--- config.mk ---
export PLATFORM = sky130hd
export DESIGN_NAME = sram_arbiter_flat
export DESIGN_NICKNAME = d
export VERILOG_FILES = /design/src/rtl/sram_arbiter_if.sv /design/src/rtl/sram_arbiter.sv /design/src/flat_wrapper.sv
export SDC_FILE = /design/constraint.sdc
export NUM_CORES = 1
export LEC_CHECK = 0
export CAP_MARGIN = 40
export CORE_ASPECT_RATIO = 1.2
export CORE_UTILIZATION = 39
export DETAILED_ROUTE_END_ITERATION = 10
export PLACE_DENSITY_LB_ADDON = 0.05
export SYNTH_ARGS = -nofsm -noshare
export SYNTH_HDL_FRONTEND = slang
export SYNTH_SLANG_ARGS = --single-unit
--- constraint.sdc ---
create_clock -name clk -period 1.9 [get_ports clk]
set_input_delay 0.38 -clock clk [delete_from_list [all_inputs] [get_ports clk]]
set_output_delay 0.38 -clock clk [all_outputs]
set_load 0.005 [all_outputs]
--- src/rtl/sram_arbiter_if.sv ---
// Requester and SRAM bus for sram_arbiter. The arbiter takes the slave view;
// requesters plus the SRAM macro (or a bench standing in for them) take the master view.
interface sram_arbiter_if #(
   parameter int NUM_REQ  = 2,
   parameter int DATASIZE = 32,
   parameter int ADDRSIZE = 10
);
   logic [NUM_REQ-1:0]          req;
   logic [NUM_REQ-1:0]          req_we;
   logic [NUM_REQ*ADDRSIZE-1:0] req_addr;
   logic [NUM_REQ*DATASIZE-1:0] req_wdata;
   logic [NUM_REQ-1:0]          gnt;
   logic [NUM_REQ-1:0]          rsp_valid;
   logic [DATASIZE-1:0]         rsp_rdata;
   logic                        rsp_err;
   logic                        sram_cen;
   logic                        sram_wen;
   logic [ADDRSIZE-1:0]         sram_addr;
   logic [DATASIZE-1:0]         sram_wdata;
   logic                        sram_wvalid;
   logic [DATASIZE-1:0]         sram_rdata;
   logic                        sram_out_valid;

   modport slave (
      input  req, req_we, req_addr, req_wdata, sram_rdata, sram_out_valid,
      output gnt, rsp_valid, rsp_rdata, rsp_err,
             sram_cen, sram_wen, sram_addr, sram_wdata, sram_wvalid
   );

   modport master (
      output req, req_we, req_addr, req_wdata, sram_rdata, sram_out_valid,
      input  gnt, rsp_valid, rsp_rdata, rsp_err,
             sram_cen, sram_wen, sram_addr, sram_wdata, sram_wvalid
   );
endinterface

--- src/rtl/sram_arbiter.sv ---
// Round-robin arbiter sharing one single-port SRAM: IDLE grants, CMD issues, ACC completes.
// Define SRAM_ARB_FIXED_PRIO_EN for fixed priority (lowest index wins) instead of round-robin.
module sram_arbiter #(
   parameter int NUM_REQ  = 2,
   parameter int DATASIZE = 32,
   parameter int ADDRSIZE = 10
) (
   input  logic          clk,
   input  logic          rst_n,
   sram_arbiter_if.slave bus
);
   localparam int IDXW = (NUM_REQ > 1) ? $clog2(NUM_REQ) : 1;

   typedef enum logic [1:0] {IDLE, CMD, ACC} state_t;

   state_t                              state_q, state_d;
   logic [IDXW-1:0]                     idx_q, idx_d;
   logic                                we_q, we_d;
   logic [ADDRSIZE-1:0]                 addr_q, addr_d;
   logic [DATASIZE-1:0]                 wdata_q, wdata_d;
   logic [NUM_REQ-1:0]                  rsp_valid_q, rsp_valid_d;
   logic [DATASIZE-1:0]                 rsp_rdata_q, rsp_rdata_d;
   logic                                rsp_err_q, rsp_err_d;

   logic [NUM_REQ-1:0][ADDRSIZE-1:0]    addr_arr;
   logic [NUM_REQ-1:0][DATASIZE-1:0]    wdata_arr;
   logic [IDXW-1:0]                     win_idx;
   logic [NUM_REQ-1:0]                  win_oh;

   logic                                cen, wen, wvalid;
   logic [ADDRSIZE-1:0]                 s_addr;
   logic [DATASIZE-1:0]                 s_wdata;

   for (genvar g = 0; g < NUM_REQ; g++) begin : g_unpack
      assign addr_arr[g]  = bus.req_addr[g*ADDRSIZE +: ADDRSIZE];
      assign wdata_arr[g] = bus.req_wdata[g*DATASIZE +: DATASIZE];
   end

`ifdef SRAM_ARB_FIXED_PRIO_EN
   always_comb begin
      win_idx = '0;
      for (int i = NUM_REQ-1; i >= 0; i--)
         if (bus.req[IDXW'(i)]) win_idx = IDXW'(i);
   end
`else
   logic [IDXW-1:0] last_gnt_q, last_gnt_d;

   // Search starts one past the last winner and wraps.
   always_comb begin
      logic found;
      int   j;
      found   = 1'b0;
      j       = 0;
      win_idx = '0;
      for (int k = 1; k <= NUM_REQ; k++) begin
         j = (int'(last_gnt_q) + k) % NUM_REQ;
         if (!found && bus.req[IDXW'(j)]) begin
            found   = 1'b1;
            win_idx = IDXW'(j);
         end
      end
   end

   always_comb begin
      last_gnt_d = last_gnt_q;
      if (state_q == IDLE && |bus.req) last_gnt_d = win_idx;
   end

   always_ff @(posedge clk or negedge rst_n) begin
      if (!rst_n) last_gnt_q <= IDXW'(NUM_REQ-1);
      else        last_gnt_q <= last_gnt_d;
   end
`endif

   always_comb begin
      win_oh = '0;
      if (|bus.req) win_oh[win_idx] = 1'b1;
   end

   always_comb begin
      state_d     = state_q;
      idx_d       = idx_q;
      we_d        = we_q;
      addr_d      = addr_q;
      wdata_d     = wdata_q;
      rsp_valid_d = '0;
      rsp_rdata_d = '0;
      rsp_err_d   = 1'b0;
      cen         = 1'b1;
      wen         = 1'b1;
      wvalid      = 1'b0;
      s_addr      = '0;
      s_wdata     = '0;
      case (state_q)
         IDLE: begin
            if (|bus.req) begin
               state_d = CMD;
               idx_d   = win_idx;
               we_d    = bus.req_we[win_idx];
               addr_d  = addr_arr[win_idx];
               wdata_d = wdata_arr[win_idx];
            end
         end
         CMD: begin
            cen     = 1'b0;
            wen     = ~we_q;
            s_addr  = addr_q;
            s_wdata = wdata_q;
            state_d = ACC;
         end
         ACC: begin
            s_addr               = addr_q;
            s_wdata              = wdata_q;
            wvalid               = we_q;
            state_d              = IDLE;
            rsp_valid_d[idx_q]   = 1'b1;
            // A read with no out_valid from the macro is reported, not retried.
            if (!we_q) begin
               if (bus.sram_out_valid) rsp_rdata_d = bus.sram_rdata;
               else                    rsp_err_d   = 1'b1;
            end
         end
         default: state_d = IDLE;
      endcase
   end

   always_ff @(posedge clk or negedge rst_n) begin
      if (!rst_n) begin
         state_q     <= IDLE;
         idx_q       <= '0;
         we_q        <= 1'b0;
         addr_q      <= '0;
         wdata_q     <= '0;
         rsp_valid_q <= '0;
         rsp_rdata_q <= '0;
         rsp_err_q   <= 1'b0;
      end else begin
         state_q     <= state_d;
         idx_q       <= idx_d;
         we_q        <= we_d;
         addr_q      <= addr_d;
         wdata_q     <= wdata_d;
         rsp_valid_q <= rsp_valid_d;
         rsp_rdata_q <= rsp_rdata_d;
         rsp_err_q   <= rsp_err_d;
      end
   end

   assign bus.gnt         = (state_q == IDLE) ? win_oh : '0;
   assign bus.rsp_valid   = rsp_valid_q;
   assign bus.rsp_rdata   = rsp_rdata_q;
   assign bus.rsp_err     = rsp_err_q;
   assign bus.sram_cen    = cen;
   assign bus.sram_wen    = wen;
   assign bus.sram_addr   = s_addr;
   assign bus.sram_wdata  = s_wdata;
   assign bus.sram_wvalid = wvalid;
endmodule

--- src/flat_wrapper.sv ---
// flat-port wrapper written by rule: the top's interface ports become plain ports
module sram_arbiter_flat 
#(
   parameter int NUM_REQ  = 2,
   parameter int DATASIZE = 32,
   parameter int ADDRSIZE = 10
)
  (clk, rst_n, bus_req, bus_req_we, bus_req_addr, bus_req_wdata, bus_sram_rdata, bus_sram_out_valid, bus_gnt, bus_rsp_valid, bus_rsp_rdata, bus_rsp_err, bus_sram_cen, bus_sram_wen, bus_sram_addr, bus_sram_wdata, bus_sram_wvalid);
  sram_arbiter_if #(.NUM_REQ(NUM_REQ), .DATASIZE(DATASIZE), .ADDRSIZE(ADDRSIZE)) bus_i ();
  input  logic clk;
  input  logic rst_n;
  input wire logic [$bits(bus_i.req)-1:0] bus_req;
  input wire logic [$bits(bus_i.req_we)-1:0] bus_req_we;
  input wire logic [$bits(bus_i.req_addr)-1:0] bus_req_addr;
  input wire logic [$bits(bus_i.req_wdata)-1:0] bus_req_wdata;
  input wire logic [$bits(bus_i.sram_rdata)-1:0] bus_sram_rdata;
  input wire logic [$bits(bus_i.sram_out_valid)-1:0] bus_sram_out_valid;
  output wire logic [$bits(bus_i.gnt)-1:0] bus_gnt;
  output wire logic [$bits(bus_i.rsp_valid)-1:0] bus_rsp_valid;
  output wire logic [$bits(bus_i.rsp_rdata)-1:0] bus_rsp_rdata;
  output wire logic [$bits(bus_i.rsp_err)-1:0] bus_rsp_err;
  output wire logic [$bits(bus_i.sram_cen)-1:0] bus_sram_cen;
  output wire logic [$bits(bus_i.sram_wen)-1:0] bus_sram_wen;
  output wire logic [$bits(bus_i.sram_addr)-1:0] bus_sram_addr;
  output wire logic [$bits(bus_i.sram_wdata)-1:0] bus_sram_wdata;
  output wire logic [$bits(bus_i.sram_wvalid)-1:0] bus_sram_wvalid;
  assign bus_i.req = bus_req;
  assign bus_i.req_we = bus_req_we;
  assign bus_i.req_addr = bus_req_addr;
  assign bus_i.req_wdata = bus_req_wdata;
  assign bus_i.sram_rdata = bus_sram_rdata;
  assign bus_i.sram_out_valid = bus_sram_out_valid;
  assign bus_gnt = bus_i.gnt;
  assign bus_rsp_valid = bus_i.rsp_valid;
  assign bus_rsp_rdata = bus_i.rsp_rdata;
  assign bus_rsp_err = bus_i.rsp_err;
  assign bus_sram_cen = bus_i.sram_cen;
  assign bus_sram_wen = bus_i.sram_wen;
  assign bus_sram_addr = bus_i.sram_addr;
  assign bus_sram_wdata = bus_i.sram_wdata;
  assign bus_sram_wvalid = bus_i.sram_wvalid;
  sram_arbiter #(.NUM_REQ(NUM_REQ), .DATASIZE(DATASIZE), .ADDRSIZE(ADDRSIZE)) u_core (.clk(clk), .rst_n(rst_n), .bus(bus_i));
endmodule
==> results.md <==
* CP Cell Sequence: inv_2 > ha_4 > buf_6 > buf_6 > buf_6 > buf_6 > and2_4 > buf_6
* Fillers at 762
* Count leader, synth: dfrtp_1
* Max Cap Viol at 0
* Post-route ant nets at 0
* CP startpoint kind: flop
* Worst rel slew slack at 47.5%
* YS warnings at 0
* Failing checks: setup timing
* Residual DRC at 0
* Clock share of power at 15.4%
* Die X at a little over 90 um
* Fin crit period at 2.12 ns
* Buf+Inv Stages, Crit Path at 6
* Final Net Count at 680
* Most common cell on crit path: buf_6
* Root Driver: clkbuf_8
* Final hold violation count at 0
* R2R Setup Slk at 0.25 ns
* Final Cycle Share at 112%
* Switching fraction of total power at between 30% and 40%
* Reg2reg end: u_core.addr_q[9]
* Setup violators final at 34
* Delay of the slowest critical-path stage at 0.39 ns
* Status: finished, violations left
* Hold Crit Class: in -> async
* IO Count at 205
* Total global-route track usage at 19.6%
* Post-Layout Cell Count at 676
* CTS tree: yes
* Post-synthesis register bit count at 82
* Comb pwr share at 51.5%
* Total die area at 0.00984 mm^2
* Kind of cell adding the most delay to the critical path: buffers and inverters
* Port bufs at 204
* Req. time, crit path at 1.52 ns
* FF-to-FF Start: u_core.state_q[0]
* RD Place Congestion at 0.730
* Post-synthesis cell count at 331
* Initial Util at 40.4%
* DP HPWL at between 6 and 7 mm
* Mapped Area at 0.00368 mm^2
* Global routing usage on met1 at roughly 21%
* Met2 Use GR at 32.2%
* Worst skew pair latency at 0.35 ns
* Cell Pwr Density at roughly 1300 mW/mm^2
* Reg power frac at between 30% and 40%
* Psw at 2.61 mW
* Placed insts at 650
* Via count at 3,023
* P_leak at between 3 and 4 nW
* Final Power at 7.78 mW
* Setup WS pre-CTS at -0.184 ns
* Worst R2R Path Depth at 5
* Setup CP Type: reg -> out
* Crit path max fanout at 7
* Antenna violations before repair at 0
* Pin count of the biggest net entering global routing at 89
* Vias in the first global route at slightly above 3k
* Cell row count at 38
* RSZ-0062 raised after global routing: yes
* Syn avg cell area at 11.1 um^2
* Top cells by area, synth: dfrtp_1 55%, and2_1 13%, mux2i_1 12%, o21ai_1 5.8%, nand2_1 4.5%
* Synthesis-to-finish area growth at 66.6%
* P_int at 5.17 mW
* Worst Max-Slew Pin Slew at 0.788 ns
* TNS Setup at -2.42 ns
* H-tree depth at 3
* Total CTS buffers at 9
* Core box area at 0.00913 mm^2
* Slowest library cell on the worst path: dfrtp_1
* Top cells by count, synth: 81 x dfrtp_1, 76 x and2_1, 44 x nand2_1
* Yosys top cell area share at 55.0%
* Iteration-0 DRC Markers at around 70
* Syn nets at 460
* Max Slew Vio Count at 0
* Die Span Y at 108 um
* Clk slew on worst S/H paths at 0.08 ns
* WL/cell at 13.8 um
* Worst setup EP type: primary output
* Worst Skew at between 0.008 and 0.009 ns
* Main flop type after synthesis: dfrtp_1
* Pre-antenna DRT Iters at 4
* Seq/Total Area, Yosys at 55.7%
* First-pass GRT wire length at 14.8 mm
* Ys async rst share at 100%
* Total grt overflow at 0
* Yosys top cell by area: dfrtp_1
* CP arrival at 1.74 ns
* Share of cells above drive strength 1 at 18.0%
* Distinct cells, synth at 23
* Final design utilization at 67.2%
* GR peak layer: met2
* VDD IR max at 727 uV
* Met3 GRT Util at 8.51%
* Post-synth EDFFs at 0
* # diodes at 0
* Drt total wl at approximately 9.3 mm
* CTS Sinks at 82
* Vias per cell at 4.47
* Clk buf depth at 2
* Maximum clock frequency at around 470 MHz
* Setup ws final at -0.222 ns
[flip-flops by register name, indices dropped and copies added (netlist names)]
name	flops
u_core.state_q	2
u_core.bus.rsp_err	1
u_core.addr_q	10
u_core.bus.rsp_valid	2
u_core.bus.rsp_rdata	32
u_core.last_gnt_q	1
u_core.idx_q	1
u_core.we_q	1
u_core.wdata_q	32
[worst max path at each step]
stage | end | slack, ns | cells past startpoint | from
after floorplan | bus_sram_addr[0] | 0.38 | 4 | u_core.state_q[0]
after global placement | bus_gnt[0] | -0.15 | 4 | bus_req[0]
after detailed placement | bus_gnt[0] | -0.18 | 4 | bus_req[0]
after CTS | bus_sram_addr[2] | -0.34 | 5 | u_core.state_q[0]
after global routing | bus_sram_wdata[0] | -0.29 | 8 | u_core.state_q[1]
final | bus_sram_wdata[0] | -0.22 | 8 | u_core.state_q[1]
[power groups by stage]
| stage | logic (mW) | registers (mW) | clock network (mW) |
|---|---|---|---|
| after global routing | 4.42 | 2.65 | 1.32 |
| after detailed placement | 3.84 | 2.59 | 0 |
| after CTS | 4.03 | 2.57 | 1.25 |
| final | 4.01 | 2.57 | 1.20 |
| after floorplan | 1.87 | 2.55 | 0 |
| after global placement | 3.77 | 2.57 | 0 |
[per-layer routing]
layer	vias up	part of all wire, %
li1	1512	-
met1	1354	38
met2	140	48
met3	17	11
met4	0	2.5
met5	-	0
[timing repair]
item | in CTS | in global routing
gates resized for setup | 153 | 38
pin swaps | 0 | 1
cloned | 1 | 0
endpoints found under the hold margin | 6 | 0
hold buffers | 1 | 0
buffers inserted | 5 | 5
endpoints found under the setup margin | 47 | 44
[cell type report]
class	count	area [um^2]	share of cell area [%]
Timing Repair Buffer	230	2200	35.8
Clock inverter	4	25.0	0.408
Tap cell	120	150	2.45
Clock buffer	12	165	2.69
Sequential cell	82	2050	33.5
Inverter	4	15.0	0.245
Multi-Input combinational cell	224	1530	24.9
[per-stage QoR]
stage	cell area (um^2)	hold slack, ns
finish	6140	0.393
global route	6140	0.392
CTS	6160	0.378
detailed placement	5890	0.222
global placement	5890	0.226
floorplan	3680	0.0844
[cell families after synthesis]
family	Yosys count	synth area share, %
AO/OA/AOI/OAI	46	6.49
flip-flops	82	55.7
buffers and inverters	25	4.52
multiplexers	45	12.3
AND/OR/NAND/NOR	127	18.9
adder cells (fa/ha/maj)	6	2.04
[placed cells by master, fill, tap and decap left out]
master / count
dlygate4sd3_1: 1
a21o_1: 2
clkdlybuf4s15_1: 3
ha_4: 2
dlymetal6s2s_1: 5
o21ai_4: 1
inv_2: 3
inv_1: 1
clkdlybuf4s15_2: 5
dfrtp_1: 81
nor3b_1: 1
clkinvlp_4: 2
nor2_4: 1
clkdlybuf4s50_1: 155
nor2b_1: 2
dlygate4sd2_1: 2
clkinv_2: 2
and2_1: 67
mux2i_1: 43
nand2b_4: 1
ha_2: 1
and3b_1: 1
nand2_1: 44
ha_1: 3
buf_2: 24
and2_4: 9
clkbuf_2: 3
o21ai_1: 43
nor3_2: 1
clkbuf_8: 12
buf_4: 16
buf_6: 12
buf_12: 4
mux2_1: 2
dfstp_2: 1
Power figures use the tool's default switching activity.
